### src/rtl/load_store_unit_if.sv
// Core-side request/response and data-memory signals of the load/store unit.
// The slave modport is the unit's view; the master modport is the core plus memory.
interface load_store_unit_if #(
    parameter int unsigned Width = 32
);
    logic             REQ;
    logic             WR;
    logic [2:0]       FUNCT3;
    logic [Width-1:0] ADDR;
    logic [Width-1:0] WDATA;
    logic             READY;
    logic             DONE;
    logic             ERR;
    logic [Width-1:0] RDATA;
    logic [Width-1:0] MA;
    logic [Width-1:0] MWD;
    logic             MWE;
    logic [Width-1:0] MRD;

    modport slave (
        input  REQ, WR, FUNCT3, ADDR, WDATA, MRD,
        output READY, DONE, ERR, RDATA, MA, MWD, MWE
    );

    modport master (
        output REQ, WR, FUNCT3, ADDR, WDATA, MRD,
        input  READY, DONE, ERR, RDATA, MA, MWD, MWE
    );
endinterface

### src/rtl/load_store_unit.sv
// RV32I load/store unit: word/byte/half loads with extension, SW direct, SB/SH by read-modify-write.
// Define LSU_MISALIGN_TRAP_EN to reject misaligned H/HU/SH and W/SW accesses with ERR.
module load_store_unit #(
    parameter int unsigned Width = 32
) (
    input  logic             CLK,
    input  logic             RST,
    load_store_unit_if.slave bus
);
`ifdef LSU_MISALIGN_TRAP_EN
    localparam bit TrapEn = 1'b1;
`else
    localparam bit TrapEn = 1'b0;
`endif
    localparam logic [1:0] SzH = 2'b01;
    localparam logic [1:0] SzW = 2'b10;

    typedef enum logic [1:0] {IDLE, ACCESS, READ, WRITE} state_t;

    state_t           state_q, state_d;
    logic [Width-1:0] addr_q, wdata_q;
    logic [Width-1:0] merged_q, merged_d;
    logic [Width-1:0] rdata_q, rdata_d;
    logic [Width-1:0] load_val;
    logic [2:0]       funct3_q;
    logic             wr_q, valid_q;
    logic             done_q, done_d;
    logic             err_q, err_d;
    logic             latch_req, req_valid, req_sub_store, mwe;

    // Width code legality, plus alignment when trapping is enabled.
    function automatic logic access_ok(input logic wr, input logic [2:0] f3, input logic [1:0] a_lo);
        logic ok;
        logic aligned;
        if (wr) begin
            ok = (f3 == 3'b000) || (f3 == 3'b001) || (f3 == 3'b010);
        end else begin
            ok = (f3 != 3'b011) && (f3 != 3'b110) && (f3 != 3'b111);
        end
        case (f3[1:0])
            SzH:     aligned = ~a_lo[0];
            SzW:     aligned = (a_lo == 2'b00);
            default: aligned = 1'b1;
        endcase
        return ok && (aligned || !TrapEn);
    endfunction

    assign req_valid     = access_ok(bus.WR, bus.FUNCT3, bus.ADDR[1:0]);
    assign req_sub_store = bus.WR && req_valid && (bus.FUNCT3[1:0] != SzW);

    // Sign/zero extension of the memory read word.
    always_comb begin
        load_val = bus.MRD;
        case (funct3_q)
            3'b000:  load_val = {{(Width-8){bus.MRD[7]}}, bus.MRD[7:0]};
            3'b100:  load_val = {{(Width-8){1'b0}}, bus.MRD[7:0]};
            3'b001:  load_val = {{(Width-16){bus.MRD[15]}}, bus.MRD[15:0]};
            3'b101:  load_val = {{(Width-16){1'b0}}, bus.MRD[15:0]};
            default: load_val = bus.MRD;
        endcase
    end

    always_ff @(posedge CLK) begin
        if (RST) begin
            state_q <= IDLE;
        end else begin
            state_q <= state_d;
        end
    end

    always_comb begin
        state_d   = state_q;
        done_d    = 1'b0;
        err_d     = 1'b0;
        rdata_d   = rdata_q;
        merged_d  = merged_q;
        latch_req = 1'b0;
        mwe       = 1'b0;
        bus.READY = 1'b0;
        bus.MA    = addr_q;
        bus.MWD   = '0;
        case (state_q)
            IDLE: begin
                bus.READY = 1'b1;
                if (bus.REQ) begin
                    latch_req = 1'b1;
                    state_d   = req_sub_store ? READ : ACCESS;
                end
            end
            ACCESS: begin
                state_d = IDLE;
                done_d  = 1'b1;
                err_d   = !valid_q;
                rdata_d = (valid_q && !wr_q) ? load_val : '0;
                if (valid_q && wr_q) begin
                    bus.MWD = wdata_q;
                    mwe     = 1'b1;
                end
            end
            READ: begin
                state_d  = WRITE;
                merged_d = funct3_q[0] ? {bus.MRD[Width-1:16], wdata_q[15:0]}
                                       : {bus.MRD[Width-1:8], wdata_q[7:0]};
            end
            WRITE: begin
                state_d = IDLE;
                done_d  = 1'b1;
                rdata_d = '0;
                bus.MWD = merged_q;
                mwe     = 1'b1;
            end
            default: state_d = IDLE;
        endcase
    end

    // Reset must suppress a write even in the cycle it is raised.
    assign bus.MWE = mwe & ~RST;

    always_ff @(posedge CLK) begin
        if (RST) begin
            addr_q   <= '0;
            wdata_q  <= '0;
            wr_q     <= 1'b0;
            funct3_q <= 3'b000;
            valid_q  <= 1'b0;
            merged_q <= '0;
            done_q   <= 1'b0;
            err_q    <= 1'b0;
            rdata_q  <= '0;
        end else begin
            if (latch_req) begin
                addr_q   <= bus.ADDR;
                wdata_q  <= bus.WDATA;
                wr_q     <= bus.WR;
                funct3_q <= bus.FUNCT3;
                valid_q  <= req_valid;
            end
            merged_q <= merged_d;
            done_q   <= done_d;
            err_q    <= err_d;
            rdata_q  <= rdata_d;
        end
    end

    assign bus.DONE  = done_q;
    assign bus.ERR   = err_q;
    assign bus.RDATA = rdata_q;
endmodule

### src/flat_wrapper.sv
// flat-port wrapper written by rule: the top's interface ports become plain ports
module load_store_unit_flat 
#(
    parameter int unsigned Width = 32
)
  (CLK, RST, bus_REQ, bus_WR, bus_FUNCT3, bus_ADDR, bus_WDATA, bus_MRD, bus_READY, bus_DONE, bus_ERR, bus_RDATA, bus_MA, bus_MWD, bus_MWE);
  load_store_unit_if #(.Width(Width)) bus_i ();
  input  logic CLK;
  input  logic RST;
  input wire logic [$bits(bus_i.REQ)-1:0] bus_REQ;
  input wire logic [$bits(bus_i.WR)-1:0] bus_WR;
  input wire logic [$bits(bus_i.FUNCT3)-1:0] bus_FUNCT3;
  input wire logic [$bits(bus_i.ADDR)-1:0] bus_ADDR;
  input wire logic [$bits(bus_i.WDATA)-1:0] bus_WDATA;
  input wire logic [$bits(bus_i.MRD)-1:0] bus_MRD;
  output wire logic [$bits(bus_i.READY)-1:0] bus_READY;
  output wire logic [$bits(bus_i.DONE)-1:0] bus_DONE;
  output wire logic [$bits(bus_i.ERR)-1:0] bus_ERR;
  output wire logic [$bits(bus_i.RDATA)-1:0] bus_RDATA;
  output wire logic [$bits(bus_i.MA)-1:0] bus_MA;
  output wire logic [$bits(bus_i.MWD)-1:0] bus_MWD;
  output wire logic [$bits(bus_i.MWE)-1:0] bus_MWE;
  assign bus_i.REQ = bus_REQ;
  assign bus_i.WR = bus_WR;
  assign bus_i.FUNCT3 = bus_FUNCT3;
  assign bus_i.ADDR = bus_ADDR;
  assign bus_i.WDATA = bus_WDATA;
  assign bus_i.MRD = bus_MRD;
  assign bus_READY = bus_i.READY;
  assign bus_DONE = bus_i.DONE;
  assign bus_ERR = bus_i.ERR;
  assign bus_RDATA = bus_i.RDATA;
  assign bus_MA = bus_i.MA;
  assign bus_MWD = bus_i.MWD;
  assign bus_MWE = bus_i.MWE;
  load_store_unit #(.Width(Width)) u_core (.CLK(CLK), .RST(RST), .bus(bus_i));
endmodule
### config.mk
export PLATFORM = sky130hd
export DESIGN_NAME = load_store_unit_flat
export DESIGN_NICKNAME = d
export VERILOG_FILES = /design/src/rtl/load_store_unit_if.sv /design/src/rtl/load_store_unit.sv /design/src/flat_wrapper.sv
export SDC_FILE = /design/constraint.sdc
export NUM_CORES = 1
export LEC_CHECK = 0
export CORE_ASPECT_RATIO = 1.1
export CORE_MARGIN = 8
export CORE_UTILIZATION = 48
export DETAILED_ROUTE_END_ITERATION = 12
export DONT_BUFFER_PORTS = 1
export SETUP_SLACK_MARGIN = 0.15
export SLEW_MARGIN = 10
export SYNTH_ARGS = -nofsm -noshare
export SYNTH_HDL_FRONTEND = slang
export SYNTH_SLANG_ARGS = --single-unit
### constraint.sdc
create_clock -name CLK -period 1.8 [get_ports CLK]
set_input_delay 0.36 -clock CLK [delete_from_list [all_inputs] [get_ports CLK]]
set_output_delay 0.36 -clock CLK [all_outputs]
set_load 0.01 [all_outputs]
==> results by group, run 1 <==
Logic synthesis
  – Syn_nets: 771
  – Post-synth top cells: nand2_1 (210), dfxtp_1 (137), a21oi_1 (94)
  – Top FF cell, synth: dfxtp_1
  – Post-Syn Instances: 668
  – Most instantiated library cell after synthesis: nand2_1
  – YS warnings: 0
  – Post-synth EDFFs: 0
  – Async S/R FF share, synth: 0
  – Area contributors post-synth: dfxtp_1 (51%), nand2_1 (15%), a21oi_1 (8.7%)
  – Top-area cell type share of the netlist area: 0.507
  – Post-synth cell types: 29
  – #FFs+latches synth: 137
  – Seq/Total Area, Yosys: 0.507
  – Synthesized area: 0.00541 mm²
  – Largest area contributor in the netlist: dfxtp_1
  – Syn_area_per_cell: 8.10 µm²

Placement
  – Hpwl dp: 10700 µm
  – Port bufs: 0
  – GPL Wtd Cong: 0.823

Worst setup path
  – Endpoint class of the critical path: primary output
  – Slowest stage delay, CP: 330 ps
  – Critical-path top delay cell: dfxtp_2
  – R2R Setup Slk: 210 ps
  – Cell family with most CP delay: simple AND/OR/NAND/NOR gates
  – Crit path cell chain: and4b_2 -> buf_12 -> a22oi_1 -> nor2b_1 -> buf_4
  – Startpoint type of the worst setup path: flop
  – Worst setup path category: flop to primary output
  – Buf/Inv on CP: 2
  – CP arrival: 1650 ps
  – Crit Path Max Fanout: 21
  – Critical path required time: 1440 ps

Timing
  – Final hold viol count: 0
  – Final min period: 2010 ps
  – RSZ-0062 raised after global routing: yes
  – Crit share post-route: 1.12
  – Slew margin rel.: 0.547
  – Clock Skew: 5.20 ps
  – Fin worst setup slack: -209 ps
  – Peak Freq: 498 MHz
  – Final setup TNS: -3650 ps
  – Worst slew pin tran: 679 ps
  – Slew Viols, Final: 0
  – Worst hold slack: 37.1 ps
  – Setup violators final: 32

Layout
  – Nets: 769
  – Area grow syn2layout: 18.8%
  – Post-layout util: 0.587
  – Layout cells sized above 1: 0.161
  – Sequential cell area: 0.00275 mm²
  – Fill cells: 1008
  – Multi-input logic area: 0.00252 mm²

Clock tree
  – Root Driver: clkbuf_16
  – Hold-fix buffers, CTS: 0
  – Cts bufs inserted: 17
  – CTS tree: done
  – Clk slew on worst S/H paths: 60 ps
  – Num Clock Sinks: 137
  – H-tree depth: 4
  – Clock Tree Buf Depth: 2
  – Worst-Skew Late Latency: 410 ps

Die
  – IO Pins: 203
  – Die W: 117 µm
  – Initial core utilization: 0.494
  – Core box area: 0.0110 mm²
  – Std-Cell Rows: 40
  – Die Ht: 127 µm
  – Die area: 0.0149 mm²

Outcome
  – Status: finished with violations
  – Failing checks: setup timing

Drt
  – Drt initial violations: 359
  – DRT Pass-1 Iters: 5
  – Antenna-violating nets left: 0
  – Drt drc: 0
  – Wirelength per Cell: 18.7 µm
  – Routed WL: 15500 µm
  – DR vias/cell: 5.56
  – Via count: 4602

Global route
  – Largest net degree at the start of global routing: 105
  – Antenna violations before repair: 0
  – Vias in the first global route: 4442
  – Tot GR Track Use: 0.200
  – Grt ovf: 0
  – First-pass GRT wire length: 23400 µm

Pwr
  – Max VDD drop: 0.609 mV
  – Pwr dens: 1120 mW/mm²
  – Leak: 2.27 nW

Hold path
  – Min-delay worst type: input pin to flop

Run
  – Max-cap violations: 0
==> cells by family after synthesis <==
logic type             synth area share
multiplexers                     0.0169
AND/OR/NAND/NOR                   0.208
buffers and inverters            0.0502
flip-flops                        0.507
AO/OA/AOI/OAI                     0.218
==> worst paths after layout <==
check	cells past startpoint	from	endpoint
setup / recovery	5	u_core.state_q[1]$_SDFFE_PP0P_	bus_MWD[19]
hold / removal	1	RST	u_core.wr_q$_SDFFE_PP0P_
setup reg to reg	5	u_core.state_q[0]$_SDFFE_PP0P_	u_core.wdata_q[20]$_SDFFE_PP0P_
hold reg to reg	2	u_core.merged_q[7]$_SDFFE_PP0P_	u_core.merged_q[7]$_SDFFE_PP0P_
==> power by group <==
group	total [mW]	internal (mW)	switching [mW]
registers	3.27	3.16	0.114
logic	0.492	0.198	0.293
clock network	3.47	2.20	1.27
==> metrics by stage <==
stage | total power [mW] | instance area [µm²] | std cells | setup WS [ps]
after global placement | 3.77 | 5620 | 786 | 86.9
after CTS | 7.26 | 6290 | 820 | -225
final | 7.23 | 6430 | 827 | -209
after global routing | 7.51 | 6430 | 826 | -267
after detailed placement | 3.79 | 5620 | 786 | 37.5
after floorplan | 3.70 | 5410 | 668 | 245
==> cells in the final DEF, fill, tap and decap left out, types with 2 or more instances in the layout <==
cell type / Yosys / layout
a22oi_2: 0 / 6
nor2_1: 14 / 10
buf_6: 1 / 5
bufinv_16: 0 / 3
dfxtp_1: 137 / 134
a22o_1: 16 / 16
a22oi_1: 48 / 42
nand2_1: 210 / 210
clkinvlp_4: 0 / 5
buf_12: 0 / 4
clkbuf_16: 0 / 18
mux2i_1: 8 / 8
a211oi_1: 8 / 8
nor3_1: 2 / 2
nand3_1: 2 / 2
o21ai_0: 25 / 25
clkinv_2: 0 / 5
nor2_4: 0 / 3
buf_4: 2 / 27
dfxtp_2: 0 / 3
nor2b_1: 33 / 12
nor2b_2: 0 / 20
a21oi_1: 94 / 94
==> registers in the layout, indices dropped and copies added, names as in the netlist <==
register	flops
u_core.bus.MA	32
u_core.bus.RDATA	32
u_core.merged_q	32
u_core.wdata_q	32
u_core.funct3_q	3
u_core.state_q	2
u_core.bus.DONE	1
u_core.bus.ERR	1
u_core.valid_q	1
u_core.wr_q	1
==> repair_timing <==
| item | 4_1_cts | 5_1_grt |
|---|---|---|
| pin swaps | 1 | 3 |
| gates resized for setup | 23 | 20 |
| cloned | 0 | 1 |
| endpoints found under the setup margin | 67 | 73 |
| buffers inserted | 2 | 5 |
==> layer usage <==
| metal | routed length [µm] | vias to the layer above | global-route usage |
|---|---|---|---|
| met5 | 0 | - | 0 |
| met4 | 258 | 0 | 0.0709 |
| met3 | 1990 | 22 | 0.0971 |
| met2 | 7030 | 210 | 0.313 |
| met1 | 6220 | 2112 | 0.229 |
| li1 | - | 2258 | - |
==> cell type report <==
class / instances / area share
Antenna cell: 1 / 0.000389
Timing Repair Buffer: 38 / 0.0590
Clock buffer: 19 / 0.0689
Tap cell: 147 / 0.0286
Multi-Input combinational cell: 471 / 0.392
Clock inverter: 13 / 0.0237
Sequential cell: 137 / 0.427
Inverter: 1 / 0.000584
==> worst register-to-register path, stage by stage, from the launching register on <==
cell	delay [ps]
dfxtp_2	330
buf_4	230
or3b_2	540
buf_12	210
nand2_1	110
a21oi_1	60
(Power assumes the default switching activity.)
==> run 2, diff against run 1 <==
--- a/config.mk
+++ b/config.mk
@@ -5,11 +5,13 @@
 export SDC_FILE = /design/constraint.sdc
 export NUM_CORES = 1
 export LEC_CHECK = 0
+export ABC_CLOCK_PERIOD_IN_PS = 1800
 export CORE_ASPECT_RATIO = 1.1
 export CORE_MARGIN = 8
-export CORE_UTILIZATION = 48
+export CORE_UTILIZATION = 60
 export DETAILED_ROUTE_END_ITERATION = 12
 export DONT_BUFFER_PORTS = 1
+export PLACE_DENSITY = 0.76
 export SETUP_SLACK_MARGIN = 0.15
 export SLEW_MARGIN = 10
 export SYNTH_ARGS = -nofsm -noshare
==> run 2 against run 1 <==
The flow finishes with violations (hold timing, setup timing). Sequential cell count did not move. Routed wire length shrank 1.5%. Register-to-register slack better by 80 ps. Sequential power barely moved. Power decreased by 1.5%. Final area down 0.53%. Critical path depth unchanged. Via count is 1.8% higher. Largest power group unchanged. Highest routed layer unchanged.
==> results by group, run 2 (synthesized netlist as in run 1, its figures left out) <==
Global route
  – Largest net degree at the start of global routing: 105
  – Grt ovf: 0
  – Antenna violations before repair: 0
  – Tot GR Track Use: 0.239
  – First-pass GRT wire length: 23400 µm
  – Vias in the first global route: 4572

Worst setup path
  – Startpoint type of the worst setup path: flop
  – Reg2reg end: u_core.bus.MA[22]$_SDFFE_PP0P_
  – Critical path required time: 1440 ps
  – Endpoint class of the critical path: primary output
  – R2R cell count: 5
  – R2R Setup Slk: 290 ps
  – Worst setup path category: flop to primary output
  – R2R Path Start: u_core.state_q[0]$_SDFFE_PP0P_
  – Crit Path Max Fanout: 10
  – CP startpoint: u_core.state_q[1]$_SDFFE_PP0P_
  – CP arrival: 1750 ps

Clock tree
  – H-tree depth: 4
  – Hold-fix buffers, CTS: 9
  – Num Clock Sinks: 137
  – Clk slew on worst S/H paths: 60 ps
  – Root Driver: clkbuf_8
  – CTS tree: done
  – Clock Tree Buf Depth: 2
  – Cts bufs inserted: 17
  – Worst-Skew Late Latency: 520 ps

Hold path
  – Hold Crit Start: RST
  – Hold path depth: 1
  – Min-delay worst type: input pin to flop
  – Hold Path End: u_core.merged_q[28]$_SDFFE_PP0P_

Timing
  – RSZ-0062 raised after global routing: yes
  – Slew margin rel.: 0.542
  – Slew Viols, Final: 0
  – Worst slew pin tran: 685 ps
  – Peak Freq: 475 MHz
  – Final hold viol count: 74
  – Crit share post-route: 1.17
  – Clock Skew: 8.30 ps
  – Fin worst setup slack: -306 ps
  – Worst hold slack: -90.5 ps
  – Setup violators final: 33
  – Final setup TNS: -8040 ps
  – Final min period: 2110 ps

Layout
  – # diodes: 0
  – Most frequent cells in the layout: nand2_1 (210), dfxtp_1 (134), a21oi_1 (94)
  – Fill cells: 687
  – Most common cell after layout, fill and taps aside: nand2_1
  – Nets: 767
  – Layout cells sized above 1: 0.157
  – Area grow syn2layout: 18.2%

Drt
  – Routed WL: 15300 µm
  – DRT Pass-1 Iters: 5
  – DR vias/cell: 5.92
  – Drt initial violations: 411
  – Antenna-violating nets left: 0
  – Wirelength per Cell: 19.3 µm
  – Drt drc: 0
  – Via count: 4685

Die
  – Die area: 0.0123 mm²
  – IO Pins: 203
  – Initial core utilization: 0.613
  – Die Ht: 116 µm
  – Die W: 107 µm
  – Std-Cell Rows: 36
  – Core box area: 0.00883 mm²

Placement
  – Port bufs: 0
  – Hpwl dp: 10300 µm
  – Setup slack at placement: 152 ps
  – GPL Wtd Cong: 0.798

Pwr
  – Pwr dens: 1110 mW/mm²
  – Leak: 2.24 nW
  – Max VDD drop: 0.622 mV
  – Power consumption: 7.12 mW

Outcome
  – Status: finished with violations
  – Failing checks: hold timing, setup timing

Run
  – Max-cap violations: 0
-- run 2: cell types whose count changed in the layout (fill, tap and decap cells not counted), sizes merged --
cell         before  now
dlygate4sd3       0    9
diode             1    0
inv               1    4
clkinv            5    1
buf              37   25
bufinv            3    2
clkbuf           20   21
clkinvlp          5    7
-- run 2: cell type report --
| cell class | count | area, µm² | area share |
|---|---|---|---|
| sequential | 137 | 2750 | 0.430 |
| multi-input combinational | 471 | 2530 | 0.396 |
| clock buffer | 19 | 442 | 0.0691 |
| timing repair buffer | 36 | 385 | 0.0603 |
| clock inverter | 13 | 144 | 0.0225 |
| tap | 114 | 143 | 0.0223 |
| inverter | 1 | 3.75 | 0.000587 |
-- run 2: power breakdown --
group | switching (mW) | internal (mW)
registers | 0.118 | 3.16
clock network | 1.31 | 2.05
logic | 0.288 | 0.198
total | 1.71 | 5.41
-- run 2: what timing repair did --
item | 4_1_cts | 5_1_grt
gates cloned | 1 | 2
endpoints found under the hold margin | 110 | 101
setup buffers | 1 | 1
endpoints found under the setup margin | 35 | 69
pin swaps | 1 | 1
resized for setup | 35 | 10
-- run 2: worst max-delay path by stage --
stage	endpoint	slack [ps]	depth (start not counted)
after detailed placement	u_core.bus.RDATA[4]$_SDFFE_PP0N_	150	5
after CTS	bus_MWD[16]	-280	5
after floorplan	bus_MWD[0]	240	4
final	bus_MWD[10]	-310	5
after global placement	bus_MWD[22]	250	4
after global routing	bus_MWD[14]	-360	5
-- run 2: worst max-delay path, cell delays in order (launching register included) --
cell and delay (ps):
dfxtp_2 320, and4b_2 330, buf_4 150, clkbuf_16 150, a22oi_1 80, nor2b_2 200
-- run 2: routing by layer --
metal / vias to the layer above / track usage / routed length [µm]
met5: - / 0 / 0
met4: 0 / 0.0892 / 307
li1: 2251 / - / -
met1: 2157 / 0.273 / 5920
met2: 248 / 0.387 / 7160
met3: 29 / 0.105 / 1890
-- run 2: per-stage QoR --
step / utilization / cell area, µm² / std cells
floorplan: - / 5410 / 668
global placement: 0.624 / 5510 / 745
detailed placement: 0.624 / 5510 / 745
CTS: 0.713 / 6300 / 788
global route: 0.724 / 6400 / 791
finish: 0.724 / 6400 / 791
